### src/rtl/uart_pkg.sv
// rtl/uart_pkg.sv - shared state type, parity mode codes and baud divider helper
package uart_pkg;

    typedef enum logic [2:0] {IDLE, START, DATA, PARITY, STOP} uart_state_t;

    localparam logic [1:0] PAR_NONE = 2'b00;
    localparam logic [1:0] PAR_ODD  = 2'b01;
    localparam logic [1:0] PAR_EVEN = 2'b10;

    function automatic int baud_div(input int clk_freq, input int bps);
        return clk_freq / bps;
    endfunction

endpackage

### src/rtl/uart_if.sv
// rtl/uart_if.sv - word-side TX push / RX strobe bundle between the register block and uart_core
interface uart_if #(
    parameter int DATA_BITS = 8,
    parameter int LEVEL_W   = 5
);
    logic [DATA_BITS-1:0] tx_data;
    logic                 tx_valid;
    logic                 tx_ready;
    logic [LEVEL_W-1:0]   tx_level;
    logic                 tx_busy;
    logic [DATA_BITS-1:0] rx_data;
    logic                 rx_valid;
    logic                 rx_frame_err;
    logic                 rx_parity_err;

    modport master (
        output tx_data, tx_valid,
        input  tx_ready, tx_level, tx_busy,
        input  rx_data, rx_valid, rx_frame_err, rx_parity_err
    );

    modport slave (
        input  tx_data, tx_valid,
        output tx_ready, tx_level, tx_busy,
        output rx_data, rx_valid, rx_frame_err, rx_parity_err
    );
endinterface

### src/rtl/uart_fifo.sv
// rtl/uart_fifo.sv - synchronous TX FIFO with wrap-bit pointers and occupancy output
module uart_fifo #(
    parameter int WIDTH = 8,
    parameter int DEPTH = 16
) (
    input  logic                     clk,
    input  logic                     rst,
    input  logic                     push,
    input  logic [WIDTH-1:0]         push_data,
    input  logic                     pop,
    output logic [WIDTH-1:0]         pop_data,
    output logic                     full,
    output logic                     empty,
    output logic [$clog2(DEPTH):0]   level
);
    localparam int AW = $clog2(DEPTH);

    logic [WIDTH-1:0] mem [DEPTH];
    logic [AW:0]      wr_ptr;
    logic [AW:0]      rd_ptr;
    logic             do_push;
    logic             do_pop;

    assign do_push = push && !full;
    assign do_pop  = pop && !empty;

    always_ff @(posedge clk) begin
        if (rst) begin
            wr_ptr <= '0;
            rd_ptr <= '0;
        end else begin
            if (do_push) wr_ptr <= wr_ptr + 1'b1;
            if (do_pop)  rd_ptr <= rd_ptr + 1'b1;
        end
    end

    always_ff @(posedge clk) begin
        if (do_push) mem[wr_ptr[AW-1:0]] <= push_data;
    end

    // Same index with differing wrap bits means the writer has lapped the reader.
    assign pop_data = mem[rd_ptr[AW-1:0]];
    assign empty    = (wr_ptr == rd_ptr);
    assign full     = (wr_ptr[AW-1:0] == rd_ptr[AW-1:0]) && (wr_ptr[AW] != rd_ptr[AW]);
    assign level    = wr_ptr - rd_ptr;

endmodule

### src/rtl/uart_core.sv
// rtl/uart_core.sv - full-duplex UART engine with TX FIFO and RX error flags
// Optional parity generation/checking is built only when UART_PARITY_EN is defined.
module uart_core
    import uart_pkg::*;
#(
    parameter int CLK_FREQ      = 24_000_000,
    parameter int UART_BPS      = 9600,
    parameter int DATA_BITS     = 8,
    parameter int STOP_BITS     = 1,
    parameter int TX_FIFO_DEPTH = 16
) (
    input  logic       clk,
    input  logic       rst,
    input  logic       rx,
    output logic       tx,
    input  logic [1:0] parity_mode,
    uart_if.slave      bus
);
    localparam int BAUD_DIV = baud_div(CLK_FREQ, UART_BPS);
    localparam int CW       = $clog2(BAUD_DIV);
    localparam int BW       = $clog2(DATA_BITS);
    localparam logic [CW-1:0] BIT_LAST  = CW'(BAUD_DIV - 1);
    localparam logic [CW-1:0] HALF_LAST = CW'(BAUD_DIV / 2 - 1);
    localparam logic [BW-1:0] DATA_LAST = BW'(DATA_BITS - 1);
    localparam logic          STOP_LAST = 1'(STOP_BITS - 1);

    logic                 fifo_pop, fifo_full, fifo_empty;
    logic [DATA_BITS-1:0] fifo_data;

    uart_fifo #(.WIDTH(DATA_BITS), .DEPTH(TX_FIFO_DEPTH)) u_fifo (
        .clk       (clk),
        .rst       (rst),
        .push      (bus.tx_valid),
        .push_data (bus.tx_data),
        .pop       (fifo_pop),
        .pop_data  (fifo_data),
        .full      (fifo_full),
        .empty     (fifo_empty),
        .level     (bus.tx_level)
    );

    assign bus.tx_ready = !fifo_full;

    uart_state_t          tx_state, tx_next;
    logic [CW-1:0]        tx_cnt;
    logic [BW-1:0]        tx_idx;
    logic                 tx_stop_idx;
    logic [DATA_BITS-1:0] tx_word;
    logic                 tx_tick, tx_line, tx_busy_q;

`ifdef UART_PARITY_EN
    logic tx_par_en, tx_par_odd;
    logic rx_par_en, rx_par_odd, rx_par_bit, rx_confirm, rx_par_take;
`else
    logic unused_parity;
    assign unused_parity = ^parity_mode;
`endif

    assign tx_tick     = (tx_cnt == BIT_LAST);
    assign bus.tx_busy = tx_busy_q;

    always_ff @(posedge clk) begin
        if (rst) tx_state <= IDLE;
        else     tx_state <= tx_next;
    end

    always_comb begin
        tx_next = tx_state;
        case (tx_state)
            IDLE:   if (!fifo_empty) tx_next = START;
            START:  if (tx_tick) tx_next = DATA;
`ifdef UART_PARITY_EN
            DATA:   if (tx_tick && tx_idx == DATA_LAST) tx_next = tx_par_en ? PARITY : STOP;
            PARITY: if (tx_tick) tx_next = STOP;
`else
            DATA:   if (tx_tick && tx_idx == DATA_LAST) tx_next = STOP;
`endif
            STOP:   if (tx_tick && tx_stop_idx == STOP_LAST) tx_next = fifo_empty ? IDLE : START;
            default: tx_next = IDLE;
        endcase
    end

    // Popping straight out of STOP keeps queued frames back-to-back.
    always_comb begin
        fifo_pop = 1'b0;
        tx_line  = 1'b1;
        case (tx_state)
            IDLE:   fifo_pop = !fifo_empty;
            START:  tx_line  = 1'b0;
            DATA:   tx_line  = tx_word[tx_idx];
`ifdef UART_PARITY_EN
            PARITY: tx_line  = tx_par_odd ? ~^tx_word : ^tx_word;
`endif
            STOP:   fifo_pop = tx_tick && (tx_stop_idx == STOP_LAST) && !fifo_empty;
            default: ;
        endcase
    end

    always_ff @(posedge clk) begin
        if (rst) begin
            tx          <= 1'b1;
            tx_busy_q   <= 1'b0;
            tx_cnt      <= '0;
            tx_idx      <= '0;
            tx_stop_idx <= 1'b0;
            tx_word     <= '0;
`ifdef UART_PARITY_EN
            tx_par_en   <= 1'b0;
            tx_par_odd  <= 1'b0;
`endif
        end else begin
            tx        <= tx_line;
            tx_busy_q <= (bus.tx_valid && !fifo_full) || !fifo_empty || (tx_state != IDLE);
            if (tx_state == IDLE || tx_next != tx_state || tx_tick) tx_cnt <= '0;
            else                                                    tx_cnt <= tx_cnt + 1'b1;
            if (tx_state != DATA) tx_idx <= '0;
            else if (tx_tick)     tx_idx <= tx_idx + 1'b1;
            if (tx_state != STOP) tx_stop_idx <= 1'b0;
            else if (tx_tick)     tx_stop_idx <= ~tx_stop_idx;
            if (fifo_pop) begin
                tx_word    <= fifo_data;
`ifdef UART_PARITY_EN
                tx_par_en  <= (parity_mode == PAR_ODD) || (parity_mode == PAR_EVEN);
                tx_par_odd <= (parity_mode == PAR_ODD);
`endif
            end
        end
    end

    logic                 rx_s1, rx_s2, rx_prev, rx_fall;
    uart_state_t          rx_state, rx_next;
    logic [CW-1:0]        rx_cnt;
    logic [BW-1:0]        rx_idx;
    logic [DATA_BITS-1:0] rx_shift, rx_data_q;
    logic                 rx_tick, rx_half, rx_shift_en, rx_done;
    logic                 rx_valid_q, rx_ferr_q, rx_perr_q;

    assign rx_fall = rx_prev && !rx_s2;
    assign rx_tick = (rx_cnt == BIT_LAST);
    assign rx_half = (rx_cnt == HALF_LAST);

    assign bus.rx_data       = rx_data_q;
    assign bus.rx_valid      = rx_valid_q;
    assign bus.rx_frame_err  = rx_ferr_q;
    assign bus.rx_parity_err = rx_perr_q;

    always_ff @(posedge clk) begin
        if (rst) begin
            rx_s1   <= 1'b1;
            rx_s2   <= 1'b1;
            rx_prev <= 1'b1;
        end else begin
            rx_s1   <= rx;
            rx_s2   <= rx_s1;
            rx_prev <= rx_s2;
        end
    end

    always_ff @(posedge clk) begin
        if (rst) rx_state <= IDLE;
        else     rx_state <= rx_next;
    end

    // Leaving STOP at mid-bit leaves half a bit-time to catch the next start edge.
    always_comb begin
        rx_next = rx_state;
        case (rx_state)
            IDLE:   if (rx_fall) rx_next = START;
            START:  if (rx_half) rx_next = rx_s2 ? IDLE : DATA;
`ifdef UART_PARITY_EN
            DATA:   if (rx_tick && rx_idx == DATA_LAST) rx_next = rx_par_en ? PARITY : STOP;
            PARITY: if (rx_tick) rx_next = STOP;
`else
            DATA:   if (rx_tick && rx_idx == DATA_LAST) rx_next = STOP;
`endif
            STOP:   if (rx_tick) rx_next = IDLE;
            default: rx_next = IDLE;
        endcase
    end

    always_comb begin
        rx_shift_en = 1'b0;
        rx_done     = 1'b0;
`ifdef UART_PARITY_EN
        rx_confirm  = 1'b0;
        rx_par_take = 1'b0;
`endif
        case (rx_state)
`ifdef UART_PARITY_EN
            START:  rx_confirm  = rx_half && !rx_s2;
            PARITY: rx_par_take = rx_tick;
`endif
            DATA:   rx_shift_en = rx_tick;
            STOP:   rx_done     = rx_tick;
            default: ;
        endcase
    end

    always_ff @(posedge clk) begin
        if (rst) begin
            rx_cnt     <= '0;
            rx_idx     <= '0;
            rx_shift   <= '0;
            rx_data_q  <= '0;
            rx_valid_q <= 1'b0;
            rx_ferr_q  <= 1'b0;
            rx_perr_q  <= 1'b0;
`ifdef UART_PARITY_EN
            rx_par_en  <= 1'b0;
            rx_par_odd <= 1'b0;
            rx_par_bit <= 1'b0;
`endif
        end else begin
            rx_valid_q <= rx_done;
            if (rx_state == IDLE || rx_next != rx_state || rx_tick) rx_cnt <= '0;
            else                                                    rx_cnt <= rx_cnt + 1'b1;
            if (rx_state != DATA) rx_idx <= '0;
            else if (rx_tick)     rx_idx <= rx_idx + 1'b1;
            if (rx_shift_en) rx_shift <= {rx_s2, rx_shift[DATA_BITS-1:1]};
`ifdef UART_PARITY_EN
            if (rx_confirm) begin
                rx_par_en  <= (parity_mode == PAR_ODD) || (parity_mode == PAR_EVEN);
                rx_par_odd <= (parity_mode == PAR_ODD);
            end
            if (rx_par_take) rx_par_bit <= rx_s2;
`endif
            if (rx_done) begin
                rx_data_q <= rx_shift;
                rx_ferr_q <= !rx_s2;
`ifdef UART_PARITY_EN
                rx_perr_q <= rx_par_en && (rx_par_bit != (rx_par_odd ? ~^rx_shift : ^rx_shift));
`else
                rx_perr_q <= 1'b0;
`endif
            end
        end
    end

endmodule

### src/flat_wrapper.sv
// flat-port wrapper written by rule: the top's interface ports become plain ports
module uart_core_flat import uart_pkg::*;
#(
    parameter int CLK_FREQ      = 24_000_000,
    parameter int UART_BPS      = 9600,
    parameter int DATA_BITS     = 8,
    parameter int STOP_BITS     = 1,
    parameter int TX_FIFO_DEPTH = 16
)
  (clk, rst, rx, tx, parity_mode, bus_tx_data, bus_tx_valid, bus_tx_ready, bus_tx_level, bus_tx_busy, bus_rx_data, bus_rx_valid, bus_rx_frame_err, bus_rx_parity_err);
  uart_if #(.DATA_BITS(DATA_BITS), .LEVEL_W(5)) bus_i ();
  input  logic clk;
  input  logic rst;
  input  logic rx;
  output logic tx;
  input  logic [1:0] parity_mode;
  input wire logic [$bits(bus_i.tx_data)-1:0] bus_tx_data;
  input wire logic [$bits(bus_i.tx_valid)-1:0] bus_tx_valid;
  output wire logic [$bits(bus_i.tx_ready)-1:0] bus_tx_ready;
  output wire logic [$bits(bus_i.tx_level)-1:0] bus_tx_level;
  output wire logic [$bits(bus_i.tx_busy)-1:0] bus_tx_busy;
  output wire logic [$bits(bus_i.rx_data)-1:0] bus_rx_data;
  output wire logic [$bits(bus_i.rx_valid)-1:0] bus_rx_valid;
  output wire logic [$bits(bus_i.rx_frame_err)-1:0] bus_rx_frame_err;
  output wire logic [$bits(bus_i.rx_parity_err)-1:0] bus_rx_parity_err;
  assign bus_i.tx_data = bus_tx_data;
  assign bus_i.tx_valid = bus_tx_valid;
  assign bus_tx_ready = bus_i.tx_ready;
  assign bus_tx_level = bus_i.tx_level;
  assign bus_tx_busy = bus_i.tx_busy;
  assign bus_rx_data = bus_i.rx_data;
  assign bus_rx_valid = bus_i.rx_valid;
  assign bus_rx_frame_err = bus_i.rx_frame_err;
  assign bus_rx_parity_err = bus_i.rx_parity_err;
  uart_core #(.CLK_FREQ(CLK_FREQ), .UART_BPS(UART_BPS), .DATA_BITS(DATA_BITS), .STOP_BITS(STOP_BITS), .TX_FIFO_DEPTH(TX_FIFO_DEPTH)) u_core (.clk(clk), .rst(rst), .rx(rx), .tx(tx), .parity_mode(parity_mode), .bus(bus_i));
endmodule
### config.mk
export PLATFORM = sky130hd
export DESIGN_NAME = uart_core_flat
export DESIGN_NICKNAME = d
export VERILOG_FILES = /design/src/rtl/uart_pkg.sv /design/src/rtl/uart_if.sv /design/src/rtl/uart_fifo.sv /design/src/rtl/uart_core.sv /design/src/flat_wrapper.sv
export SDC_FILE = /design/constraint.sdc
export NUM_CORES = 1
export LEC_CHECK = 0
export ABC_AREA = 1
export CORE_UTILIZATION = 40
export CTS_CLUSTER_DIAMETER = 40
export DETAILED_ROUTE_END_ITERATION = 6
export SETUP_SLACK_MARGIN = 0.1
export SYNTH_ARGS = -nofsm -noshare
export SYNTH_HDL_FRONTEND = slang
export SYNTH_SLANG_ARGS = --single-unit
### constraint.sdc
create_clock -name clk -period 3.1 [get_ports clk]
set_input_delay 0.93 -clock clk [delete_from_list [all_inputs] [get_ports clk]]
set_output_delay 0.93 -clock clk [all_outputs]
set_load 0.02 [all_outputs]
==> impl_metrics.ini <==
[status]
status = completed

[power]
p_switching_mw = 2.446
power_frac_seq_pct = 37.6
switching_share_pct = 29.97
power_frac_comb_pct = 20.8
p_leak_nw = 3.895
power_mw = 8.162
ir_worst_vdd_uv = 494.3
cellPowerDensity_mw_per_mm2 = 769.9
clkPwrFrac_pct = 41.6
intPower_mw = 5.716

[clocking]
cts_tree = yes
root_buffer = clkbuf_16
clock-sinks = 206
cts_max_level = 1
ctsHoldBuffers = 0
clockBufferDepth = 3
clk_pin_slew_ns = 0.06
clock_latency_ns = 0.54
numCtsBuffers = 30

[hold_path]
worstHoldPathCells = 1
hold_start = u_core.rx_s1
min_to = u_core.rx_s2
hold_path.class = reg2reg

[cells_and_area]
layout-drive-gt1-share_pct = 11.34
finalInstanceArea_mm2 = 0.01060
area_growth_syn_to_layout_pct = 18.77
insertedDiodeCount = 0
fin_cells = 1285
final_common_cell = nor2_1
final_cell_mix = nor2_1 (180), edfxtp_1 (128), nand2_1 (114)
fill_cells = 1994
fin_nets = 1012

[worst_setup_path]
crit_fanout = 2
crit_type = reg2out
critPathArrivalTime_ns = 1.97
end_kind = output port
r2r_cells = 10
cp.required_ns = 2.17
r2r_setup_slack_ns = 0.94
r2r_start = u_core.u_fifo.rd_ptr[2]
cp-start-kind = flip-flop
r2r_end = u_core.u_fifo.mem[0][3]

[synth]
syn_nets = 958
syn_inst = 927
async_reset_ff_share_pct = 0
yosysSeqAreaShare_pct = 60.56
synth_top_area_share_pct = 43.06
syn_area_mm2 = 0.008926
yosys_warnings = 0
yosys.area.top_type = edfxtp_1
synth_edf_count = 128
synth.area.top_cells = edfxtp_1 (43%), dfxtp_1 (17%), nor2_1 (7.6%)
ys_ff_latch = 206
ys.flop_type = edfxtp_1
synth.distinct_cells = 39
synth_area_per_cell_um2 = 9.629

[floorplan]
coreArea_mm2 = 0.02182
dieArea_mm2 = 0.02292
start_util_pct = 40.90
dieHeight_um = 151.4
rows = 54
io_pins = 33
chipWidth_um = 151.4

[place]
place.gp.congestion = 0.7660
io_buffers = 29
place_area_mm2 = 0.009589
hpwl_um = 12160
dp.cells = 1229

[global_route]
grt_overflow = 0
grt_max_degree = 68
antenna_found_initial = 0
grt_pass1_wl_um = 31040
grt_use_total_pct = 17.65
grt_pass1_vias = 6062

[timing]
slew-limit-headroom_pct = 51.13
min_period_over_period_pct = 93.56
max_freq_ghz = 0.3448
setup_tns_ns = 0
finalSetupViolCount = 0
hold_viol = 0
rsz0062_at_grt = true
fin_skew_ns = 0.01919
tightest_slew_ns = 0.7308
layout_min_cycle_time_ns = 2.900
drv_slew = 0
worst_hold_slack_ns = 0.4038

[route]
ant_nets = 0
drt-vias-per-instance = 4.875
routed-via-count = 6264
drc = 0
wl_per_cell_um = 14.97
drt_wl_total_um = 19240
drt_iter0_drc = 330
firstDrtPassIters = 4

[job]
maxCapViolations = 0
[state kept, by name, summed over array words and instances (netlist names)]
signal                   cells
u_core.tx_state              3
u_core.tx_stop_idx           1
u_core.bus.tx_busy           1
u_core.rx_shift              8
u_core.rx_idx                3
u_core.u_fifo.mem          128
u_core.rx_s1                 1
u_core.tx_idx                3
u_core.u_fifo.wr_ptr         5
u_core.tx                    1
u_core.u_fifo.rd_ptr         5
u_core.rx_state              3
u_core.tx_cnt               12
u_core.bus.rx_frame_err      1
u_core.rx_s2                 1
u_core.rx_prev               1
u_core.rx_cnt               12
u_core.tx_word               8
u_core.bus.rx_valid          1
u_core.bus.rx_data           8
[timing repair]
| item | CTS | global route |
|---|---|---|
| setup endpoints to repair | 5 | 5 |
| resized for setup | 13 | 11 |
| buffers inserted | 0 | 0 |
[through the flow]
| step | utilization [%] | setup slack, ns |
|---|---|---|
| floorplan | - | 0.5261 |
| global placement | 43.94 | 0.2075 |
| detailed placement | 43.94 | 0.1811 |
| CTS | 48.67 | -0.1029 |
| global route | 48.58 | 0.08685 |
| finish | 48.58 | 0.1995 |
[routing by layer]
| layer | vias up | GRT usage, % | wire, um |
|---|---|---|---|
| met5 | - | 0 | 0 |
| met4 | 0 | 5.500 | 383 |
| met3 | 26 | 2.801 | 860 |
| met2 | 116 | 29.98 | 9236 |
| met1 | 2911 | 22.99 | 8755 |
| li1 | 3211 | - | - |
[cell type report]
cell class | instances | area (um2) | share of cell area (%)
clock inverters | 15 | 166.4 | 1.570
clock buffers | 41 | 863.3 | 8.144
repair buffers | 58 | 495.5 | 4.674
inverters | 95 | 356.6 | 3.364
well taps | 280 | 350.3 | 3.305
flip-flops and latches | 206 | 5409 | 51.02
multi-input cells | 590 | 2960 | 27.92
[synthesized netlist by cell type, types with 3 or more instances]
cell and count:
buf_2 9, nand2_1 114, nand3_1 32, xnor2_1 7, edfxtp_1 128, nor3_1 26, buf_6 4, nand3_2 3
a21oi_1 38, clkinv_1 3, dfxtp_1 78, o21ai_0 94, buf_4 9, o21ai_1 13, xor2_1 18, nor2_2 3
nand4_1 7, nand2_2 5, inv_2 4, inv_1 88, ha_1 16, o211ai_1 14, clkbuf_1 14, nor2_1 180
[power groups by stage]
stage | Clock (mW) | Combinational [mW] | Sequential (mW)
floorplan | 0 | 1.25 | 3.13
global route | 3.58 | 1.94 | 3.08
global placement | 0 | 1.71 | 3.13
detailed placement | 0 | 1.74 | 3.13
CTS | 3.46 | 1.74 | 3.07
finish | 3.40 | 1.70 | 3.07
[cell families after synthesis]
family / count (synthesis) / share of synthesized area, %
other: 1 / 0.04201
DFF: 206 / 60.56
buffers and inverters: 131 / 6.350
adders and majority gates: 17 / 2.467
AOI/OAI and AO/OA: 165 / 9.798
and+or+nand+nor: 381 / 18.15
xor gates and xnor gates: 26 / 2.635
[critical path, cell delays in order, from the launching register on]
cell and delay, ns:
dfxtp_1 0.33, inv_1 0.05, ha_1 0.22, fa_2 0.37, o21ai_2 0.16, xnor2_1 0.12
buf_2 0.18
[worst max path at each step]
stage,start,end,slack [ns]
after floorplan,u_core.u_fifo.rd_ptr[1],bus_tx_level[3],0.53
after global placement,u_core.u_fifo.wr_ptr[1],bus_tx_level[4],0.21
after detailed placement,u_core.u_fifo.wr_ptr[1],bus_tx_level[4],0.18
after CTS,u_core.u_fifo.wr_ptr[0],bus_tx_level[4],-0.10
after global routing,u_core.u_fifo.wr_ptr[0],bus_tx_level[4],0.09
final,u_core.u_fifo.wr_ptr[0],bus_tx_level[4],0.20
Power figures use the tool's default switching activity.
